==> src/rtl/id_issue_buffer_pkg.sv <==
// Shared defaults and instruction field positions for the decode-stage issue buffer.
package id_issue_buffer_pkg;
  localparam int DEF_ADDR_W    = 32;
  localparam int DEF_INSTR_W   = 32;
  localparam int DEF_WORD_W    = 32;
  localparam int DEF_REG_IDX_W = 5;

  localparam int RS1_LSB = 15;
  localparam int RS2_LSB = 20;
  localparam int RD_LSB  = 7;
endpackage

==> src/rtl/id_issue_buffer_fwd_select.sv <==
// Priority forwarding match for one operand: lowest-index enabled source whose
// destination equals the operand index wins; a pending winner raises hazard.
module fwd_select
  import id_issue_buffer_pkg::*;
#(
  parameter int WORD_W    = DEF_WORD_W,
  parameter int REG_IDX_W = DEF_REG_IDX_W,
  parameter int NUM_FWD   = 3
) (
  input  logic [REG_IDX_W-1:0]         i_reg,
  input  logic [WORD_W-1:0]            i_rf_data,
  input  logic [NUM_FWD-1:0]           i_fwd_en,
  input  logic [NUM_FWD-1:0]           i_fwd_pend,
  input  logic [NUM_FWD*REG_IDX_W-1:0] i_fwd_reg,
  input  logic [NUM_FWD*WORD_W-1:0]    i_fwd_data,
  output logic [WORD_W-1:0]            o_data,
  output logic                         o_hazard
);

  logic w_found;

  always_comb begin
    o_data   = i_rf_data;
    o_hazard = 1'b0;
    w_found  = 1'b0;
    // x0 is hardwired zero, so it never forwards and never stalls
    if (i_reg != '0) begin
      for (int unsigned k = 0; k < NUM_FWD; k++) begin
        if (!w_found && i_fwd_en[k] && (i_fwd_reg[k*REG_IDX_W +: REG_IDX_W] == i_reg)) begin
          w_found  = 1'b1;
          o_data   = i_fwd_data[k*WORD_W +: WORD_W];
          o_hazard = i_fwd_pend[k];
        end
      end
    end
  end

endmodule

==> src/rtl/id_issue_buffer.sv <==
// Decode-stage issue buffer: SKID_DEPTH-entry {pc, instr} FIFO between IF and EX
// with operand forwarding, load-use stall and a saturating hazard counter.
module id_issue_buffer
  import id_issue_buffer_pkg::*;
#(
  parameter int ADDR_W     = DEF_ADDR_W,
  parameter int INSTR_W    = DEF_INSTR_W,
  parameter int WORD_W     = DEF_WORD_W,
  parameter int REG_IDX_W  = DEF_REG_IDX_W,
  parameter int NUM_FWD    = 3,
  parameter int SKID_DEPTH = 2,
  parameter int CNT_W      = 16
) (
  input  logic                         clk,
  input  logic                         clr,
  input  logic                         i_flush,
  input  logic                         i_valid,
  output logic                         o_ready,
  input  logic [ADDR_W-1:0]            i_pc,
  input  logic [INSTR_W-1:0]           i_instr,
  output logic                         o_valid,
  input  logic                         i_ready,
  output logic [ADDR_W-1:0]            o_pc,
  output logic [INSTR_W-1:0]           o_instr,
  output logic [REG_IDX_W-1:0]         o_reg_a,
  output logic [REG_IDX_W-1:0]         o_reg_b,
  output logic [REG_IDX_W-1:0]         o_dest_reg,
  input  logic                         i_use_a,
  input  logic                         i_use_b,
  input  logic [WORD_W-1:0]            i_rf_data_a,
  input  logic [WORD_W-1:0]            i_rf_data_b,
  input  logic [NUM_FWD-1:0]           i_fwd_en,
  input  logic [NUM_FWD-1:0]           i_fwd_pend,
  input  logic [NUM_FWD*REG_IDX_W-1:0] i_fwd_reg,
  input  logic [NUM_FWD*WORD_W-1:0]    i_fwd_data,
  output logic [WORD_W-1:0]            o_data_a,
  output logic [WORD_W-1:0]            o_data_b,
  output logic                         o_hazard,
  output logic [$clog2(SKID_DEPTH):0]  o_count,
  output logic [CNT_W-1:0]             o_stall_cnt
);

  localparam int PTR_W    = $clog2(SKID_DEPTH);
  localparam int CNT_BITS = PTR_W + 1;
  localparam logic [CNT_BITS-1:0] DEPTH_C = CNT_BITS'(SKID_DEPTH);

  logic [ADDR_W-1:0]   r_pc_mem    [SKID_DEPTH];
  logic [INSTR_W-1:0]  r_instr_mem [SKID_DEPTH];
  logic [PTR_W-1:0]    r_wr_ptr;
  logic [PTR_W-1:0]    r_rd_ptr;
  logic [CNT_BITS-1:0] r_count;
  logic [CNT_W-1:0]    r_stall_cnt;

  logic                w_nonempty;
  logic                w_push;
  logic                w_pop;
  logic                w_haz_a;
  logic                w_haz_b;
  logic [INSTR_W-1:0]  w_head_instr;

  assign w_nonempty   = (r_count != '0);
  assign o_ready      = (r_count != DEPTH_C);
  assign w_push       = i_valid & o_ready;
  assign w_pop        = o_valid & i_ready;

  assign o_pc         = w_nonempty ? r_pc_mem[r_rd_ptr] : '0;
  assign w_head_instr = w_nonempty ? r_instr_mem[r_rd_ptr] : '0;
  assign o_instr      = w_head_instr;
  assign o_reg_a      = w_head_instr[RS1_LSB +: REG_IDX_W];
  assign o_reg_b      = w_head_instr[RS2_LSB +: REG_IDX_W];
  assign o_dest_reg   = w_head_instr[RD_LSB +: REG_IDX_W];

  fwd_select #(.WORD_W(WORD_W), .REG_IDX_W(REG_IDX_W), .NUM_FWD(NUM_FWD)) u_fwd_a (
    .i_reg      (o_reg_a),
    .i_rf_data  (i_rf_data_a),
    .i_fwd_en   (i_fwd_en),
    .i_fwd_pend (i_fwd_pend),
    .i_fwd_reg  (i_fwd_reg),
    .i_fwd_data (i_fwd_data),
    .o_data     (o_data_a),
    .o_hazard   (w_haz_a)
  );

  fwd_select #(.WORD_W(WORD_W), .REG_IDX_W(REG_IDX_W), .NUM_FWD(NUM_FWD)) u_fwd_b (
    .i_reg      (o_reg_b),
    .i_rf_data  (i_rf_data_b),
    .i_fwd_en   (i_fwd_en),
    .i_fwd_pend (i_fwd_pend),
    .i_fwd_reg  (i_fwd_reg),
    .i_fwd_data (i_fwd_data),
    .o_data     (o_data_b),
    .o_hazard   (w_haz_b)
  );

  assign o_hazard    = w_nonempty & ((i_use_a & w_haz_a) | (i_use_b & w_haz_b));
  assign o_valid     = w_nonempty & ~o_hazard;
  assign o_count     = r_count;
  assign o_stall_cnt = r_stall_cnt;

  // Entry storage carries no reset; a flushed or reset cycle never writes.
  always_ff @(posedge clk) begin
    if (!clr && !i_flush && w_push) begin
      r_pc_mem[r_wr_ptr]    <= i_pc;
      r_instr_mem[r_wr_ptr] <= i_instr;
    end
  end

  always_ff @(posedge clk) begin
    if (clr) begin
      r_wr_ptr    <= '0;
      r_rd_ptr    <= '0;
      r_count     <= '0;
      r_stall_cnt <= '0;
    end else begin
      if (o_hazard && (r_stall_cnt != '1)) begin
        r_stall_cnt <= r_stall_cnt + CNT_W'(1);
      end
      // A pop in a flush cycle already handed its entry to EX; clearing covers it.
      if (i_flush) begin
        r_wr_ptr <= '0;
        r_rd_ptr <= '0;
        r_count  <= '0;
      end else begin
        if (w_push) begin
          r_wr_ptr <= r_wr_ptr + PTR_W'(1);
        end
        if (w_pop) begin
          r_rd_ptr <= r_rd_ptr + PTR_W'(1);
        end
        if (w_push && !w_pop) begin
          r_count <= r_count + CNT_BITS'(1);
        end else if (!w_push && w_pop) begin
          r_count <= r_count - CNT_BITS'(1);
        end
      end
    end
  end

endmodule

==> config.mk <==
export PLATFORM = sky130hd
export DESIGN_NAME = id_issue_buffer
export DESIGN_NICKNAME = d
export VERILOG_FILES = /design/src/rtl/id_issue_buffer_pkg.sv /design/src/rtl/id_issue_buffer_fwd_select.sv /design/src/rtl/id_issue_buffer.sv
export SDC_FILE = /design/constraint.sdc
export NUM_CORES = 1
export LEC_CHECK = 0
export ABC_AREA = 1
export CAP_MARGIN = 10
export CORE_AREA = 3 3 159 161
export DETAILED_ROUTE_END_ITERATION = 7
export DIE_AREA = 0 0 162 164
export DONT_BUFFER_PORTS = 1
export GPL_TIMING_DRIVEN = 0
export PLACE_DENSITY = 0.51
export RECOVER_POWER = 100
export SYNTH_ARGS = -nofsm -noshare
export SYNTH_HDL_FRONTEND = slang
export SYNTH_SLANG_ARGS = --single-unit
export TNS_END_PERCENT = 5
==> constraint.sdc <==
create_clock -name clk -period 7.4 [get_ports clk]
set_input_delay 1.11 -clock clk [delete_from_list [all_inputs] [get_ports clk]]
set_output_delay 1.11 -clock clk [all_outputs]
set_load 0.02 [all_outputs]
# Word-level counts from Yosys, hierarchy flattened
# Memory sizes are Yosys's and may differ from the RTL's. A register that Yosys moved wholly into a read port is not among the register bits.
# Index checks and enable logic that the tools add are counted.
# word_totals
mem_count,2
ramBits,128
register_bits,20
out_inout_bits,164
input_bits,252
# mem_list
name,words,word_bits,rd,rd_ports_with_merged_regs,write_ports,line_no,rtl
r_instr_mem,2,32,1,1,1,id_issue_buffer.sv:48,logic [INSTR_W-1:0] r_instr_mem [SKID_DEPTH];
r_pc_mem,2,32,1,1,1,id_issue_buffer.sv:47,logic [ADDR_W-1:0] r_pc_mem [SKID_DEPTH];
# op_classes
bitwise,8
n_eq_ne,8
n_mux,34
add_sub_neg,5
reduce_logical,28
# op_table
op,n
$mux 32,10
$eq 5x5->1,6
$mux 1,22
$add 16x1->16 const B,1
$ne 16x16->1 const B,1
$logic_and 1x1->1,15
$reduce_bool 5->1,2
$logic_not 1->1,8
$and 1x1->1,6
$mux 2,2
$reduce_bool 2->1,2
$add 1x1->1 const B,2
$add 2x1->2 const B,1
$ne 2x2->1 const B,1
$reduce_or 2->1,1
$sub 2x1->2 const B,1
$not 1->1,1
$or 1x1->1,1

# Longest topological paths before layout
# Gate-level depths: netlist of run 1.
# logic_depth
ltp_word,25
depth_mapped,21
depth_no_buf,20

# By module
# A second synthesis of run 1 with hierarchy kept.
# hier_totals
hier_cells,1494
hier_area_um2,10602.7
# modules_own_cells
module,cells_each,instances,area_per_inst_um2,seq_area_each_um2
id_issue_buffer,560,1,6100.9,4264.1
fwd_select,467,2,2250.9,0.0

# Least setup slack after synthesis of run 1
# OpenSTA, ideal clock, no wires.
# synth_timing
kind,in2reg
start,in clr
end,mem r_instr_mem[1][0] (netlist name) (enable)
arrival_time_ns,5.752
path_slack_ns,1.082
cell_stages,3
t_required_ns,6.835
path_cell_list,nor2_1 -> inv_1 -> nor3_1
# synth_via
elab_chain_len,5
# synth_lines
element,line_no,rtl
from (decl),id_issue_buffer.sv:15,"input logic clr,"
$logic_not 1->1,id_issue_buffer.sv:102,if (!clr && !i_flush && w_push) begin
$logic_and 1x1->1 (2 in series),id_issue_buffer.sv:102,
$mux 1,id_issue_buffer.sv:102,
$mux 1 (not written as such),id_issue_buffer.sv:104,r_instr_mem[r_wr_ptr] <= i_instr;
to (decl),id_issue_buffer.sv:48,
# No other way between the ends.

# Final worst setup path of run 1
# layout_timing
start,reg r_count[1] (netlist: o_count[1])
end,out o_data_a[13]
# layout_via
elab_chain_len,16
# layout_lines
element,line_no,rtl
from (decl),id_issue_buffer.sv:51,logic [CNT_BITS-1:0] r_count;
from (signal assigned),id_issue_buffer.sv:131,r_count <= r_count + CNT_BITS'(1);
from (signal assigned),id_issue_buffer.sv:133,r_count <= r_count - CNT_BITS'(1);
$reduce_bool 2->1 *,id_issue_buffer.sv:61,assign w_nonempty = (r_count != '0);
$mux 32 *,id_issue_buffer.sv:67,assign w_head_instr = w_nonempty ? r_instr_mem[r_rd_ptr] : '0;
$eq 5x5->1,id_issue_buffer_fwd_select.sv:29,if (!w_found && i_fwd_en[k] && (i_fwd_reg[k*REG_IDX_W +: REG_IDX_W] == i_reg)) begin
$logic_and 1x1->1,id_issue_buffer_fwd_select.sv:29,
$mux 1,id_issue_buffer_fwd_select.sv:29,
$mux 1,id_issue_buffer_fwd_select.sv:27,if (i_reg != '0) begin
$logic_not 1->1,id_issue_buffer_fwd_select.sv:29,
$logic_and 1x1->1 (2 in series),id_issue_buffer_fwd_select.sv:29,
$mux 1,id_issue_buffer_fwd_select.sv:29,
$mux 1,id_issue_buffer_fwd_select.sv:27,
$logic_not 1->1,id_issue_buffer_fwd_select.sv:29,
$logic_and 1x1->1 (2 in series),id_issue_buffer_fwd_select.sv:29,
$mux 32,id_issue_buffer_fwd_select.sv:29,
$mux 32 *,id_issue_buffer_fwd_select.sv:27,
to (decl),id_issue_buffer.sv:36,"output logic [WORD_W-1:0] o_data_a,"
# Every way passes the cells marked *; elsewhere a longest branch is shown, timed or not. The select of a mux whose other input is x is not followed.

==> results of run 1 <==
==> cell usage after synthesis, types with 2 or more instances <==
master     instances  share of area, %
nand2_1          342                14
edfxtp_1         128                42
inv_1            109               4.4
a21oi_1          102               5.5
nand3_1           82               4.5
nor2_1            66               2.7
o21ai_0           54               2.9
clkbuf_1          32               1.3
o2111ai_1         31               2.9
o211ai_1          31               2.5
o311ai_1          29               2.8
or2_1             28               1.9
buf_2             22               1.2
dfxtp_1           21               4.6
buf_4             19               1.5
o21ai_1           16              0.87
inv_2             10              0.41
buf_1              8              0.33
nand4_1            6              0.41
buf_6              5              0.61
nor3_1             5              0.27
nor3b_1            4              0.33
nand3_2            3              0.33
a32o_1             2              0.22
and2_1             2              0.14
ha_1               2              0.27
nand3b_1           2              0.16
nor2_2             2              0.14
nor2_4             2              0.24
o311ai_0           2              0.19
or2_2              2              0.14
==> cell families after synthesis <==
logic type / share of synthesized area (%)
xor+xnor: 0.0950
compound gates: 18.1
buf+inv: 9.87
fa+ha+maj: 0.271
simple gates: 25.4
flops: 46.3
==> per-stage QoR <==
| step | hold WS, ns | instances | util [%] | TNS, ns |
|---|---|---|---|---|
| global route | 0.499 | 1541 | 42.1 | 0 |
| CTS | 0.474 | 1540 | 43.0 | 0 |
| global placement | 0.456 | 1500 | 39.9 | -119.82 |
| detailed placement | 0.464 | 1508 | 40.4 | 0 |
| finish | 0.469 | 1541 | 42.1 | 0 |
| floorplan | 0.442 | 1176 | - | 0 |
==> cells in the final DEF (no fill, tap or decap), types with 5 or more instances in the layout <==
master / netlist / routed
inv_1: 109 / 114
o2111ai_1: 31 / 31
inv_2: 10 / 5
clkbuf_16: 0 / 17
nand3_1: 82 / 83
clkbuf_1: 32 / 69
nor3_1: 5 / 5
o311ai_0: 2 / 23
or2_1: 28 / 28
o211ai_1: 31 / 31
o21ai_0: 54 / 67
buf_2: 22 / 17
edfxtp_1: 128 / 128
dfxtp_1: 21 / 21
nand2_1: 342 / 344
o311ai_1: 29 / 8
a21oi_1: 102 / 102
nor2_1: 66 / 67
nand4_1: 6 / 6
==> layout make-up <==
cell class	instances	share of cell area, %
sequential	149	42.0
multi-input combinational	821	39.6
buffer	86	3.61
inverter	120	4.43
clock buffer	18	4.22
clock inverter	14	1.88
timing repair buffer	8	0.296
tap	324	3.99
antenna	1	0.0246
==> per-layer routing <==
metal	global-route usage, %	share of wire (%)	up-vias
met5	0	0	-
met4	10.1	4.3	0
met3	10.9	12	58
met2	41.8	50	364
met1	25.5	34	4046
li1	-	-	4082
==> state kept, by name, indices dropped and copies added (netlist names), named ones only <==
name	count
o_count	2
o_stall_cnt	16
r_instr_mem	64
r_pc_mem	64
r_rd_ptr	1
r_wr_ptr	1
==> power by group through the flow <==
| stage | logic (W) | registers (W) | clock network (W) |
|---|---|---|---|
| finish | 0.000515 | 0.000937 | 0.000890 |
| global placement | 0.000529 | 0.000958 | 0 |
| CTS | 0.000534 | 0.000937 | 0.000912 |
| floorplan | 0.000402 | 0.000955 | 0 |
| detailed placement | 0.000533 | 0.000955 | 0 |
| global route | 0.000556 | 0.000938 | 0.000945 |
==> worst reg2reg max path: stages (launching register included) <==
cell and delay (ns):
dfxtp_1 0.49, inv_1 0.14, nand2_1 0.23, nand2_1 0.16, inv_1 0.10, nand2_1 0.07
nor2_1 0.99, clkbuf_1 1.19, clkbuf_1 1.15
==> worst paths after layout <==
check                  start               to  slack, ns  cells after the start
setup / recovery  o_count[1]     o_data_a[13]       1.61                     14
hold reg to reg     r_wr_ptr         r_wr_ptr       0.47                      2
hold / removal      r_wr_ptr         r_wr_ptr       0.47                      2
setup reg to reg  o_count[0]  r_pc_mem[0][13]       2.46                      8
==> flow_metrics.tcl, run 1 <==
set metrics [dict create \
    synth_cell_types 38 \
    io_buffers 0 \
    tightest_slew_ns 1.54 \
    p_sw_share_pct 32.9 \
    register_area_um2 4260 \
    place_hpwl_um 26500 \
    synth_edf_count 128 \
    finalPower_w 0.00234 \
    post-route-period-util_pct 78.2 \
    cts.reportedPaths.clkPinSlew_ns 0.06 \
    slew_viol_final 27 \
    slowest_delay_ns 0.81 \
    rsz0062_at_grt "no" \
    grt_usage_pct 24.1 \
    clock-skew-final_ns 0.00985 \
    clockRootBuffer "clkbuf_16" \
    cts_tree "built" \
    power_frac_comb_pct 22.0 \
    synth.avg_cell_area_um2 7.84 \
    synth-async-reset-ratio_pct 0 \
    rows 57 \
    switchingPower_w 0.000770 \
    drc 0 \
    cp_num_buf_inv 5 \
    clk-insertion-delay-late_ns 0.41 \
    start_util_pct 38.2 \
    p_int_w 0.00157 \
    yosysWarnings 0 \
    critPathKind "flip-flop to output pin" \
    grt_max_degree 27 \
    worstPathRequired_ns 6.29 \
    setup_violations 0 \
    fp.dieW_um 162 \
    final-hold-violation-count 0 \
    syn_area_um2 9220 \
    h-tree-depth 4 \
    routabilityCongestion 0.950 \
    critical-path-slowest-cell "nor2_1" \
    vias_per_cell 5.55 \
    syn_nets 1430 \
    grt_pass1_wl_um 49400 \
    fmax_mhz 173 \
    p_per_area_nw_per_um2 231 \
    first_pass_iters 5 \
    ios 416 \
    irDropWorstVdd_uv 161 \
    cp-start-kind "flip-flop" \
    clkPwrFrac_pct 38.0 \
    antenna_found_initial 1 \
    multi_input_area_um2 4020 \
    p_seq_share_pct 40.0 \
    min_period_ns 5.79 \
    path_cells "nor2_1 -> inv_1 -> clkbuf_1 -> clkbuf_1 -> nand3_1 -> nand4_1 -> nor2_2 -> nand3_2 -> inv_2 -> clkbuf_1 -> a21oi_1 -> o311ai_0 -> nand3_1 -> o21ai_0" \
    leakagePower_nw 3.83 \
    cts_setup_buffers 0 \
    synth_seq_cells 149 \
    die_area_um2 26600 \
    crit_family "buffers and inverters" \
    synth-seq-area-share_pct 46.3 \
    critPathArrivalTime_ns 4.68 \
    maxCapViolations 1 \
    hold_path_class "flip-flop to flip-flop" \
    crit_path_frequent_cell "clkbuf_1" \
    cts_made_buffers 17 \
    postCtsHoldBufs 0 \
    cts_sinks 149 \
    route.vias.total 8550 \
    grt_overflow 0 \
    synth_top_flop_cell "edfxtp_1" \
    final_layout_size_suffix_gt1_share_pct 5.35 \
    ant_nets 0 \
    relSlewSlack_pct -2.47 \
    outcome "complete, but fails checks" \
    critPathMaxFanout 10 \
    finalNetCount 1457 \
    design_area_um2 10200 \
    grt_pass1_vias 8204 \
    core_um2 24100 \
    post-place-ws_ns 3.08 \
    violations "capacitance limit, slew limit" \
    worstSetupEndpointType "output pin" \
    ctsResizeCount 0 \
    dr.first_iter.drc_count 729 \
    fin_ws_ns 1.61 \
    cts_buffer_depth 2 \
    wl_um 34000 \
    area_delta_synth_final_pct 10.2 \
    wl_per_cell_um 22.1 \
    placed_area_um2 9750 \
    syn_inst 1176 \
    die_h_um 164 \
    nFillCells 2567 \
]
(Power assumes the default switching activity.)
==> run 2, diff against run 1 <==
Settings changed: PLACE_DENSITY 0.51 to 0.53.
Clock period 7.4 ns to 5.31 ns, I/O delays scaled along.
==> flow_metrics.tcl, run 2 (synthesized netlist as in run 1, its figures left out) <==
set metrics [dict create \
    rows 57 \
    area_delta_synth_final_pct 10.5 \
    cp-start-kind "flip-flop" \
    first_pass_iters 6 \
    leakagePower_nw 3.85 \
    fin_ws_ns 0.499 \
    crit_path_frequent_cell "inv_1" \
    reg2reg_to "r_pc_mem[0][10]" \
    min_period_ns 4.81 \
    grt_max_degree 32 \
    worstPathRequired_ns 4.51 \
    critPathArrivalTime_ns 4.01 \
    path_cells "nor2_4 -> inv_1 -> nand3_1 -> inv_1 -> nor3_1 -> and2_0 -> inv_2 -> clkbuf_1 -> o21ai_0" \
    cts_made_buffers 17 \
    postCtsHoldBufs 0 \
    post-route-period-util_pct 90.6 \
    io_buffers 0 \
    route.vias.total 8566 \
    antenna_found_initial 0 \
    relSlewSlack_pct -45.1 \
    cp_num_buf_inv 4 \
    layout_common_cells "nand2_1, edfxtp_1, inv_1" \
    whs_ns 0.455 \
    grt_pass1_vias 8114 \
    crit_cells 9 \
    ant_nets 0 \
    slew_viol_final 16 \
    maxCapViolations 2 \
    wl_per_cell_um 22.3 \
    cts_tree "built" \
    clockRootBuffer "clkbuf_16" \
    num_antenna_cells 0 \
    drc 0 \
    post-place-ws_ns 1.20 \
    crit_path_end "o_data_b[7]" \
    grt_pass1_wl_um 49800 \
    worstSetupEndpointType "output pin" \
    finalNetCount 1454 \
    fin_util_pct 42.2 \
    fp.dieW_um 162 \
    critical-path-slowest-cell "o21ai_0" \
    cts_setup_buffers 0 \
    vias_per_cell 5.57 \
    reg2reg_slack_ns 0.86 \
    rsz0062_at_grt "no" \
    grt_usage_pct 24.5 \
    setup_violations 0 \
    finalPower_w 0.00325 \
    critPathKind "flip-flop to output pin" \
    cts_buffer_depth 2 \
    place_hpwl_um 26400 \
    start_util_pct 38.2 \
    clk-insertion-delay-late_ns 0.43 \
    rr_worst_depth 8 \
    fmax_mhz 208 \
    r2r_start "o_count[0]" \
    cts.reportedPaths.clkPinSlew_ns 0.08 \
    hold_path_class "input pin to flip-flop" \
    tightest_slew_ns 2.16 \
    core_um2 24100 \
    p_per_area_nw_per_um2 319 \
    die_area_um2 26600 \
    grt_overflow 0 \
    violations "capacitance limit, slew limit" \
    irDropWorstVdd_uv 240 \
    ios 416 \
    die_h_um 164 \
    routabilityCongestion 0.934 \
    final_layout_size_suffix_gt1_share_pct 6.35 \
    final-hold-violation-count 0 \
    startpoint "o_count[1]" \
    critPathMaxFanout 10 \
    wl_um 34300 \
    clock-skew-final_ns 0.0181 \
    ctsResizeCount 0 \
    layout_commonest_cell "nand2_1" \
    slowest_delay_ns 1.09 \
    dr.first_iter.drc_count 734 \
    cts_sinks 149 \
    h-tree-depth 4 \
    crit_family "simple AND/OR/NAND/NOR gates" \
    outcome "complete, but fails checks" \
]
-- run 2: worst register-to-register path: cells and delay by family (launching register included) --
family        cells  cell delay [ns]
buf+inv           4             1.93
simple gates      4             1.58
flops             1             0.54
-- run 2: worst min-delay path by stage --
stage	from	endpoint	cells after the start
detailed placement	r_wr_ptr	r_wr_ptr	2
global placement	r_wr_ptr	r_wr_ptr	2
CTS	i_pc[20]	r_pc_mem[1][20]	0
floorplan	r_wr_ptr	r_wr_ptr	2
finish	i_pc[9]	r_pc_mem[0][9]	0
global route	i_pc[20]	r_pc_mem[1][20]	0
-- run 2: routing by layer --
metal  vias up  GRT usage, %  part of all wire (%)
met3        51          11.0                    11
met4         0          6.86                   2.7
met5         -             0                     0
li1       4076             -                     -
met2       418          42.8                    50
met1      4021          27.0                    36
-- run 2: area by class of cell --
cell class                      instances  area, um2
Buffer                                 86        394
Sequential cell                       149       4260
Multi-Input combinational cell        821       4020
Clock inverter                         15        199
Fill cell                            2551      13900
Timing Repair Buffer                    5       21.3
Clock buffer                           17        425
Tap cell                              324        405
Inverter                              120        450
-- run 2: metrics by stage --
step	TNS, ns	cells	area [um2]
finish	0	1537	10200
floorplan	0	1176	9220
detailed placement	0	1505	9750
global placement	-70.00	1500	9630
CTS	0	1537	10400
global route	0	1537	10200
-- run 2: report_power, final --
| group | switching [W] | internal [W] |
|---|---|---|
| clock network | 0.000577 | 0.000647 |
| logic | 0.000574 | 0.000144 |
| registers | 0.00000997 | 0.00129 |
| total | 0.00116 | 0.00209 |
